`src/rtl/a_close_to_b_driver_if.sv`:
```
// a_close_to_b_driver_if: operand input stream and result output stream of the driver.
// The master modport is the producer/consumer side; the slave modport is the driver.
interface a_close_to_b_driver_if;
    logic        In_Valid;
    logic        In_Ready;
    logic [11:0] In_A;
    logic [11:0] In_B;
    logic        Res_Valid;
    logic        Res_Ready;
    logic [11:0] Res_A;
    logic        Res_Flag;
    logic        Res_Err;
    modport master (output In_Valid, In_A, In_B, Res_Ready,
                    input  In_Ready, Res_Valid, Res_A, Res_Flag, Res_Err);
    modport slave  (input  In_Valid, In_A, In_B, Res_Ready,
                    output In_Ready, Res_Valid, Res_A, Res_Flag, Res_Err);
endinterface

```
`src/rtl/a_close_to_b_driver.sv`:
```
// a_close_to_b_driver: 2-deep operand FIFO, Start/Ack sequencer and result collector for the core.
// Optional macro DRV_SKIP_INVALID_EN rejects pairs with A >= B without running the core.
module a_close_to_b_driver (
    input  logic                          Clk,
    input  logic                          Reset,
    a_close_to_b_driver_if.slave          s,
    output logic [11:0]                   Ain,
    output logic [11:0]                   Bin,
    output logic                          Start,
    output logic                          Ack,
    input  logic                          Qi,
    input  logic                          Qc,
    input  logic                          Qd,
    input  logic [11:0]                   A,
    input  logic                          Flag,
    output logic [7:0]                    Pair_Count
);
`ifdef DRV_SKIP_INVALID_EN
    localparam logic SKIP_EN = 1'b1;
`else
    localparam logic SKIP_EN = 1'b0;
`endif
    typedef enum logic [2:0] {IDLE, START, WAIT, RESP, ACK} state_t;
    state_t      state_q, state_d;
    logic [11:0] fa_q [2];
    logic [11:0] fb_q [2];
    logic [11:0] fa_d [2];
    logic [11:0] fb_d [2];
    logic        rd_q, rd_d, wr_q, wr_d;
    logic [1:0]  cnt_q, cnt_d;
    logic [11:0] ain_q, ain_d, bin_q, bin_d, res_a_q, res_a_d;
    logic        res_flag_q, res_flag_d, res_err_q, res_err_d;
    logic [7:0]  pc_q, pc_d;
    logic        push, pop, skip;
    logic        unused_qc;
    assign unused_qc = Qc;
    always_comb begin
        state_d    = state_q;
        fa_d       = fa_q;
        fb_d       = fb_q;
        rd_d       = rd_q;
        wr_d       = wr_q;
        ain_d      = ain_q;
        bin_d      = bin_q;
        res_a_d    = res_a_q;
        res_flag_d = res_flag_q;
        res_err_d  = res_err_q;
        pc_d       = pc_q;
        pop        = 1'b0;
        // a full FIFO refuses a push even if a pop happens in the same cycle
        push       = s.In_Valid && cnt_q != 2'd2;
        skip       = SKIP_EN && fa_q[rd_q] >= fb_q[rd_q];
        if (push) begin
            fa_d[wr_q] = s.In_A;
            fb_d[wr_q] = s.In_B;
            wr_d       = ~wr_q;
        end
        case (state_q)
            IDLE: if (cnt_q != 2'd0 && Qi) begin
                pop  = 1'b1;
                rd_d = ~rd_q;
                if (skip) begin
                    res_a_d    = fa_q[rd_q];
                    res_flag_d = 1'b0;
                    res_err_d  = 1'b1;
                    state_d    = RESP;
                end else begin
                    ain_d   = fa_q[rd_q];
                    bin_d   = fb_q[rd_q];
                    state_d = START;
                end
            end
            START: state_d = WAIT;
            WAIT: if (Qd) begin
                res_a_d    = A;
                res_flag_d = Flag;
                res_err_d  = 1'b0;
                state_d    = RESP;
            end
            RESP: if (s.Res_Ready) begin
                pc_d    = pc_q + 8'd1;
                state_d = res_err_q ? IDLE : ACK;
            end
            ACK: state_d = IDLE;
            default: state_d = IDLE;
        endcase
        cnt_d = cnt_q + {1'b0, push} - {1'b0, pop};
    end
    always_ff @(posedge Clk) begin
        fa_q <= fa_d;
        fb_q <= fb_d;
    end
    always_ff @(posedge Clk) begin
        if (Reset) begin
            state_q    <= IDLE;
            rd_q       <= 1'b0;
            wr_q       <= 1'b0;
            cnt_q      <= 2'd0;
            ain_q      <= 12'd0;
            bin_q      <= 12'd0;
            res_a_q    <= 12'd0;
            res_flag_q <= 1'b0;
            res_err_q  <= 1'b0;
            pc_q       <= 8'd0;
        end else begin
            state_q    <= state_d;
            rd_q       <= rd_d;
            wr_q       <= wr_d;
            cnt_q      <= cnt_d;
            ain_q      <= ain_d;
            bin_q      <= bin_d;
            res_a_q    <= res_a_d;
            res_flag_q <= res_flag_d;
            res_err_q  <= res_err_d;
            pc_q       <= pc_d;
        end
    end
    assign s.In_Ready  = cnt_q != 2'd2;
    assign s.Res_Valid = state_q == RESP;
    assign s.Res_A     = res_a_q;
    assign s.Res_Flag  = res_flag_q;
    assign s.Res_Err   = res_err_q;
    assign Start       = state_q == START;
    assign Ack         = state_q == ACK;
    assign Ain         = ain_q;
    assign Bin         = bin_q;
    assign Pair_Count  = pc_q;
endmodule
```
`src/flat_wrapper.sv`:
```
// flat-port wrapper written by rule: the top's interface ports become plain ports
module a_close_to_b_driver_flat 
  (Clk, Reset, Ain, Bin, Start, Ack, Qi, Qc, Qd, A, Flag, Pair_Count, s_In_Valid, s_In_A, s_In_B, s_Res_Ready, s_In_Ready, s_Res_Valid, s_Res_A, s_Res_Flag, s_Res_Err);
  a_close_to_b_driver_if s_i ();
  input  logic Clk;
  input  logic Reset;
  output logic [11:0] Ain;
  output logic [11:0] Bin;
  output logic Start;
  output logic Ack;
  input  logic Qi;
  input  logic Qc;
  input  logic Qd;
  input  logic [11:0] A;
  input  logic Flag;
  output logic [7:0] Pair_Count;
  input wire logic [$bits(s_i.In_Valid)-1:0] s_In_Valid;
  input wire logic [$bits(s_i.In_A)-1:0] s_In_A;
  input wire logic [$bits(s_i.In_B)-1:0] s_In_B;
  input wire logic [$bits(s_i.Res_Ready)-1:0] s_Res_Ready;
  output wire logic [$bits(s_i.In_Ready)-1:0] s_In_Ready;
  output wire logic [$bits(s_i.Res_Valid)-1:0] s_Res_Valid;
  output wire logic [$bits(s_i.Res_A)-1:0] s_Res_A;
  output wire logic [$bits(s_i.Res_Flag)-1:0] s_Res_Flag;
  output wire logic [$bits(s_i.Res_Err)-1:0] s_Res_Err;
  assign s_i.In_Valid = s_In_Valid;
  assign s_i.In_A = s_In_A;
  assign s_i.In_B = s_In_B;
  assign s_i.Res_Ready = s_Res_Ready;
  assign s_In_Ready = s_i.In_Ready;
  assign s_Res_Valid = s_i.Res_Valid;
  assign s_Res_A = s_i.Res_A;
  assign s_Res_Flag = s_i.Res_Flag;
  assign s_Res_Err = s_i.Res_Err;
  a_close_to_b_driver u_core (.Clk(Clk), .Reset(Reset), .s(s_i), .Ain(Ain), .Bin(Bin), .Start(Start), .Ack(Ack), .Qi(Qi), .Qc(Qc), .Qd(Qd), .A(A), .Flag(Flag), .Pair_Count(Pair_Count));
endmodule
```
`config.mk`:
```
export PLATFORM = sky130hd
export DESIGN_NAME = a_close_to_b_driver_flat
export DESIGN_NICKNAME = d
export VERILOG_FILES = /design/src/rtl/a_close_to_b_driver_if.sv /design/src/rtl/a_close_to_b_driver.sv /design/src/flat_wrapper.sv
export SDC_FILE = /design/constraint.sdc
export NUM_CORES = 1
export LEC_CHECK = 0
export ABC_CLOCK_PERIOD_IN_PS = 4500
export BUFFER_PORTS_ARGS = -buffer_cell sky130_fd_sc_hd__clkbuf_2
export CORE_AREA = 2 2 106 87
export CTS_CLUSTER_DIAMETER = 40
export CTS_CLUSTER_SIZE = 30
export DETAILED_ROUTE_END_ITERATION = 8
export DIE_AREA = 0 0 108 89
export PLACE_DENSITY = 0.68
export SYNTH_ARGS = -nofsm -noshare
export SYNTH_HDL_FRONTEND = slang
export SYNTH_SLANG_ARGS = --single-unit
```
`constraint.sdc`:
```
create_clock -name Clk -period 4.5 [get_ports Clk]
set_input_delay 1.35 -clock Clk [delete_from_list [all_inputs] [get_ports Clk]]
set_output_delay 1.35 -clock Clk [all_outputs]
set_load 0.01 [all_outputs]
```
## Word level (Yosys, flattened, before mapping)

Index checks and enable logic that the tools add are counted.

| storage, ports and cells | value |
|---|---|
| logic and storage cells | 56 |
| input port bits | 44 |
| output and inout bits | 50 |
| register bits | 100 |

| cells by class | value |
|---|---|
| order comparisons | 3 |
| mux-type cells | 16 |
| reductions and logical operators | 9 |
| equality and inequality tests | 8 |
| add/sub/neg operators | 3 |
| bitwise operators | 4 |

Operators with widths:

| kind | number |
|---|---|
| $mux 12 | 7 |
| $bwmux 24 | 2 |
| $demux 12 s1 | 1 |
| $pmux 3 s4 | 1 |
| $mux 3 | 3 |
| $add 8x1->8 const B | 1 |
| $eq 3x2->1 const B | 2 |
| $ne 2x2->1 const B | 3 |
| $reduce_and 2->1 | 3 |
| $ge 2x2->1 const B | 2 |
| $not 1->2 | 2 |
| $eq 3x1->1 const B | 1 |
| $eq 3x3->1 const B | 1 |
| $logic_and 1x1->1 | 3 |
| $logic_not 3->1 | 1 |
| $reduce_and 3->1 | 1 |
| $add 2x1->2 | 1 |
| $lt 2x1->1 const B | 1 |
| $mux 1 | 2 |
| $ne 2x1->1 const B | 1 |
| $not 1->1 | 2 |
| $reduce_bool 2->1 | 1 |
| $sub 2x1->2 | 1 |

## Longest topological paths before layout

Gate-level depths: netlist (run 1).

| depth | value |
|---|---|
| depth in word-level cells | 6 |
| mapped depth | 10 |
| mapped depth without buffers | 8 |

## Worst setup path before layout (run 1)

OpenSTA, ideal clock, no wires.

| path | value |
|---|---|
| path type | input to register |
| start | in Qi |
| end | reg u_core.cnt_q[1] |
| stages on the path | 9 |
| required time | 4.375 ns |
| setup time | 0.125 ns |
| data arrival time | 2.935 ns |
| setup slack | 1.441 ns |
| path buffers | 1 |
| cell sequence | or4b_4 nor2_4 buf_2 ha_1 inv_1 ha_1 xor2_1 and2_1 nor3_1 |

| between the ends | value |
|---|---|
| longest elaborated chain between the ends | 4 |

Ends and longest elaborated chain:

| element | RTL line | source |
|---|---|---|
| start, declared | flat_wrapper.sv:11 | `input logic Qi;` |
| $logic_and 1x1->1 | a_close_to_b_driver.sv:59 | `IDLE: if (cnt_q != 2'd0 && Qi) begin` |
| $mux 1 | a_close_to_b_driver.sv:59 |  |
| $mux 1 | a_close_to_b_driver.sv:58 | `case (state_q)` |
| named net u_core.pop | a_close_to_b_driver.sv:34 | `logic push, pop, skip;` |
| $sub 2x1->2 | a_close_to_b_driver.sv:87 | `cnt_d = cnt_q + {1'b0, push} - {1'b0, pop};` |
| end signal, assigned | a_close_to_b_driver.sv:109 | `cnt_q <= cnt_d;` |
| end, declared | a_close_to_b_driver.sv:30 | `logic [1:0] cnt_q, cnt_d;` |

The timed path passes the listed nets, and every way through them passes these cells.
A chain may end at the register's enable or synchronous reset.

## Worst setup path in the final report (run 1)

| path | value |
|---|---|
| start | in Qi |
| end | reg u_core.cnt_q[1] |

| between the ends | value |
|---|---|
| longest elaborated chain between the ends | 4 |

Ends and longest elaborated chain:

| element | RTL line |
|---|---|
| $logic_and 1x1->1 | a_close_to_b_driver.sv:59 |
| $mux 1 | a_close_to_b_driver.sv:59 |
| $mux 1 | a_close_to_b_driver.sv:58 |
| $sub 2x1->2 | a_close_to_b_driver.sv:87 |

Every way passes these cells.

==> impl_metrics.ini, run 1 <==
[power]
p_per_area_nw_per_um2 = 517.3
power_frac_clock_pct = 24.4
p_int_mw = 1.597
peakVddDrop_mv = 0.2945
p_leak_nw = 1.681
switching_share_pct = 30.87
seq_power_share_pct = 52.8
combPwrFrac_pct = 22.8
power.total_mw = 2.310
p_switching_mw = 0.7131

[global_route]
grt_pass1_vias = 2424
grt_max_degree = 53
grt-ovfl-total = 0
grt_first_pass_wirelength_mm = 11.63
track_usage_pct = 15.80
antenna_found_initial = 1

[route]
drt-wirelength-per-cell_um = 14.67
vias_per_cell = 5.146
drtPass1Iterations = 4
drt_iter0_markers = 97
wl_mm = 7.351
vias = 2578
drcViolationCount = 0
ant_nets = 0

[critical_path]
worstSetupPathType = input port to flip-flop
startpoint_type = input port
cp-startpoint = Qi
worstPathArrival_ps = 2860
cp.required_ps = 4700
crit_path_end_kind = flip-flop
cp-endpoint = u_core.cnt_q[1]
rr_worst_depth = 8
rr_endpoint = u_core.cnt_q[1]
reg2reg_slack_ps = 2380
crit_path_max_fanout = 3
regToRegStartpoint = u_core.state_q[1]

[placement]
numPortBuffers = 91
dpl_cell_area_sq_um = 4268
pre_cts_slack_ps = 1474
gp_congestion = 0.7280
dpl.cell_count = 485
hpwl_mm = 4.702

[clock_network]
post_cts_resized = 0
numCtsBuffers = 9
cts.sinks = 100
clkTransAtPathRegs_ps = 90
cts_setup_buffers = 0
clockBufferDepth = 2
cts_root_buf = clkbuf_8
clock_latency_ps = 350
htreeDepth = 3
cts_tree = yes
hold_buffers = 0

[min_path]
min_path_type = flip-flop to flip-flop
min_path_cells = 2

[final_layout]
finalInstanceArea_sq_um = 4466
fill_cells = 754
area_growth_pct = 18.85
n_antenna_cell = 0
layout.nets = 431
fin_cells = 501
final_core_util_pct = 52.87
layout-drive-gt1-share_pct = 30.08

[yosys]
ys_top_cells_by_count = 52 x dfxtp_1, 48 x edfxtp_1, 46 x a21oi_1, 29 x nand2_1, 25 x mux2i_1
yosysTopAreaCell = edfxtp_1
syn-instance-count = 302
syn_avg_cell_area_sq_um = 12.44
yosysMostFrequentCell = dfxtp_1
syn-cell-area_sq_um = 3757
synth_area_leaders = edfxtp_1 38%, dfxtp_1 28%, mux2i_1 6.7%
synth-async-reset-ratio_pct = 0
synth_ff_type = dfxtp_1
yosysWarnings = 0
syn_nets = 349
ys_seq_elements = 100
netlist.area_leader.share_pct = 38.36
synth_edf_count = 48
yosysUniqueCellTypes = 38
yosysSeqAreaShare_pct = 66.07

[timing]
finalHoldViolations = 0
finalCritPeriodShare_pct = 59.14
relSlewSlack_pct = 26.41
fin_skew_ps = 8.707
whs_ps = 463.7
setup_viol = 0
finalMaxSlewViolations = 0
tns_ps = 0
fin_ws_ps = 1839
worstMarginPinSlew_ps = 1104
period_minus_slack_ps = 2661
max_freq_mhz = 375.7
rsz0062_at_grt = no

[floorplan]
die-area_sq_um = 9612
rows = 30
io_pins = 94
die_w_um = 108
die_h_um = 89
start_util_pct = 44.49
core-area_sq_um = 8446

[flow_run]
drv_cap = 0

[run_status]
status = complete, no violations
[registers in the layout, summed over array words and instances (netlist names)]
signal	count
u_core.s.Res_A	12
u_core.rd_q	1
u_core.Bin	12
u_core.state_q	3
u_core.cnt_q	2
u_core.wr_q	1
u_core.fa_q	24
u_core.s.Res_Flag	1
u_core.fb_q	24
u_core.Pair_Count	8
u_core.Ain	12
[worst max-delay path, cell delays in order]
cell	delay (ps)
clkbuf_2	90
or4b_4	500
nor2_4	140
ha_1	230
inv_1	60
ha_1	150
xor2_1	170
and2_1	140
nor3_1	40
[per-layer routing]
| layer | global-route usage [%] | up-vias | routed length (um) | part of all wire [%] |
|---|---|---|---|---|
| met5 | 0 | - | 13 | 0.18 |
| met4 | 3.846 | 2 | 55 | 0.75 |
| met2 | 28.13 | 85 | 3526 | 48 |
| met1 | 17.83 | 1212 | 3147 | 43 |
| li1 | - | 1273 | - | - |
| met3 | 6.633 | 6 | 609 | 8.3 |
[cell type report]
cell class	instances	area [sq um]	share of cell area (%)
Sequential cell	100	2484	55.62
Tap cell	112	140.1	3.138
Multi-Input combinational cell	173	1144	25.61
Inverter	6	22.52	0.5043
Clock buffer	9	123.9	2.774
Timing Repair Buffer	94	478.0	10.70
Clock inverter	7	73.82	1.653
[power groups by stage]
stage	sequential (mW)	combinational, mW	clock, mW
after floorplan	1.22	0.369	0
after global placement	1.24	0.525	0
after detailed placement	1.24	0.537	0
after CTS	1.22	0.538	0.587
after global routing	1.24	0.587	0.627
final	1.22	0.526	0.564
[kinds of logic after synthesis]
kind of cell,count (synthesis),share of synthesized area (%)
flops,100,66.07
compound gates,80,12.79
simple gates,62,9.424
buf+inv,29,3.496
mux,25,6.660
fa+ha+maj,3,0.9991
xor+xnor,2,0.4663
other cells,1,0.09980
[worst min path at each step]
stage                             end  slack [ps]               from
floorplan           u_core.s.Res_A[0]         480  u_core.s.Res_A[0]
global placement    u_core.s.Res_A[5]         440  u_core.s.Res_A[5]
detailed placement  u_core.s.Res_A[1]         450  u_core.s.Res_A[1]
CTS                 u_core.s.Res_A[1]         470  u_core.s.Res_A[1]
global route        u_core.s.Res_A[8]         490  u_core.s.Res_A[8]
finish              u_core.s.Res_A[1]         460  u_core.s.Res_A[1]
[layout by cell type (no fill, tap or decap), types with 2 or more instances in the layout]
cell type	n
clkbuf_2	91
buf_4	3
nor2_1	5
clkbuf_8	9
or3_1	2
dfxtp_1	51
o31ai_1	5
xor2_1	2
or4_1	5
ha_1	3
nand3_1	2
nor3_1	2
o21ai_0	3
nor3b_1	2
nand2_1	29
a21oi_1	46
mux2i_1	25
edfxtp_1	48
a211oi_1	24
inv_1	6
inv_6	2
and2_1	2
(Power assumes the default switching activity.)
==> inputs of run 2 (changes only) <==
Settings changed: ABC_CLOCK_PERIOD_IN_PS 4500 to 2700.
Clock period 4.5 ns to 2.7 ns, I/O delays scaled along.
==> run 2 against run 1 <==
Net effect: hold slack got worse by 2.6 ps; clock power rose by 62%; global-route usage fell by 0.090 points; critical endpoint is now Start; largest power group unchanged; highest routed layer is now met4.
==> impl_metrics.ini, run 2 (synthesis gave the netlist of run 1 again) <==
[run_status]
status = complete, no violations

[clock_network]
hold_buffers = 0
cts_setup_buffers = 0
clkTransAtPathRegs_ps = 110
cts.sinks = 100
post_cts_resized = 0
cts_root_buf = clkbuf_8
htreeDepth = 3
numCtsBuffers = 9
clockBufferDepth = 2
clock_latency_ps = 360
cts_tree = yes

[global_route]
track_usage_pct = 15.71
antenna_found_initial = 0
grt_first_pass_wirelength_mm = 11.56
grt_pass1_vias = 2441
grt-ovfl-total = 0
grt_max_degree = 36

[final_layout]
area_growth_pct = 19.81
layout_commonest_cell = clkbuf_2
fill_cells = 742
layout-drive-gt1-share_pct = 30.79
layout.nets = 435
n_antenna_cell = 0
register_area_sq_um = 2484
reg_top3 = u_core.fa_q x24, u_core.fb_q x24
multiInputGateArea_sq_um = 1144
fin_cells = 505
final_cell_mix = 91 x clkbuf_2, 51 x dfxtp_1, 48 x edfxtp_1

[timing]
setup_viol = 0
finalMaxSlewViolations = 0
max_freq_mhz = 466.6
rsz0062_at_grt = no
worstMarginPinSlew_ps = 790.8
tns_ps = 0
fin_skew_ps = 15.37
finalHoldViolations = 0
finalCritPeriodShare_pct = 79.38
period_minus_slack_ps = 2143
fin_ws_ps = 556.7
relSlewSlack_pct = 47.28

[critical_path]
cp.required_ps = 1890
cp_slowest_cell = dfxtp_1
max_stage_delay_ps = 530
path_cells = nor3b_1 -> clkbuf_2
crit_path_end_kind = output port
worstPathArrival_ps = 1330
crit_path_max_fanout = 10
startpoint_type = flip-flop
worstSetupPathType = flip-flop to output port

[floorplan]
start_util_pct = 44.49
die_w_um = 108
core-area_sq_um = 8446
die_h_um = 89
rows = 30
io_pins = 94
die-area_sq_um = 9612

[placement]
dpl.cell_count = 489
pre_cts_slack_ps = 221.2
numPortBuffers = 91
hpwl_mm = 4.880
gp_congestion = 0.7398

[power]
p_per_area_nw_per_um2 = 853.5
peakVddDrop_mv = 0.3805
p_leak_nw = 1.703
power.total_mw = 3.842

[route]
vias = 2599
ant_nets = 0
drtPass1Iterations = 4
drt-wirelength-per-cell_um = 14.85
wl_mm = 7.498
drcViolationCount = 0
vias_per_cell = 5.147
drt_iter0_markers = 150

[min_path]
min_path_type = flip-flop to flip-flop

[flow_run]
drv_cap = 0
run 2: cell types whose count changed in the layout (fill, tap and decap cells not counted):
cell	delta
clkinv_2	-1
bufinv_16	-1
inv_8	+3
buf_12	+1
clkinvlp_2	-1
buf_4	+3
clkinv_4	+1
inv_6	-1
run 2: worst paths after layout:
check                     start            endpoint  slack (ps)  cells after the start
max reg2reg   u_core.state_q[1]     u_core.cnt_q[1]         580                      8
min reg2reg  u_core.s.Res_A[11]  u_core.s.Res_A[11]         460                      2
max           u_core.state_q[0]               Start         560                      2
min          u_core.s.Res_A[11]  u_core.s.Res_A[11]         460                      2
run 2: per-stage QoR:
stage          utilization [%]  hold slack (ps)  area (sq um)
3_5_place_dp             51.04            448.6          4310
5_1_grt                  53.30            489.1          4502
3_3_place_gp             51.04            441.0          4310
4_1_cts                  53.30            463.9          4502
6_report                 53.30            461.1          4502
2_1_floorplan                -            480.5          3757
run 2: critical path: cells and delay by family, from the launching register on:
family	cells	cell delay, ps
flip-flops	1	530
buffers and inverters	1	170
AND/OR/NAND/NOR	1	260
run 2: metal layers:
metal | GRT usage (%) | part of all wire, % | vias up | routed length, um
met3 | 5.321 | 7.0 | 9 | 523
met2 | 27.16 | 47 | 79 | 3502
li1 | - | - | 1286 | -
met1 | 19.15 | 45 | 1225 | 3399
met4 | 3.963 | 0.97 | 0 | 73
met5 | 0 | 0 | - | 0
run 2: power breakdown:
part           switching [mW]  total, mW  internal (mW)
Clock                   0.555      0.916          0.361
Combinational           0.511      0.898          0.386
Sequential              0.178       2.03           1.85
run 2: layout make-up:
type	instances	share of cell area, %
sequential	100	55.17
tap	112	3.113
clock buffer	9	2.752
clock inverter	7	1.501
timing repair buffer	98	11.56
inverter	6	0.5003
multi-input combinational	173	25.40
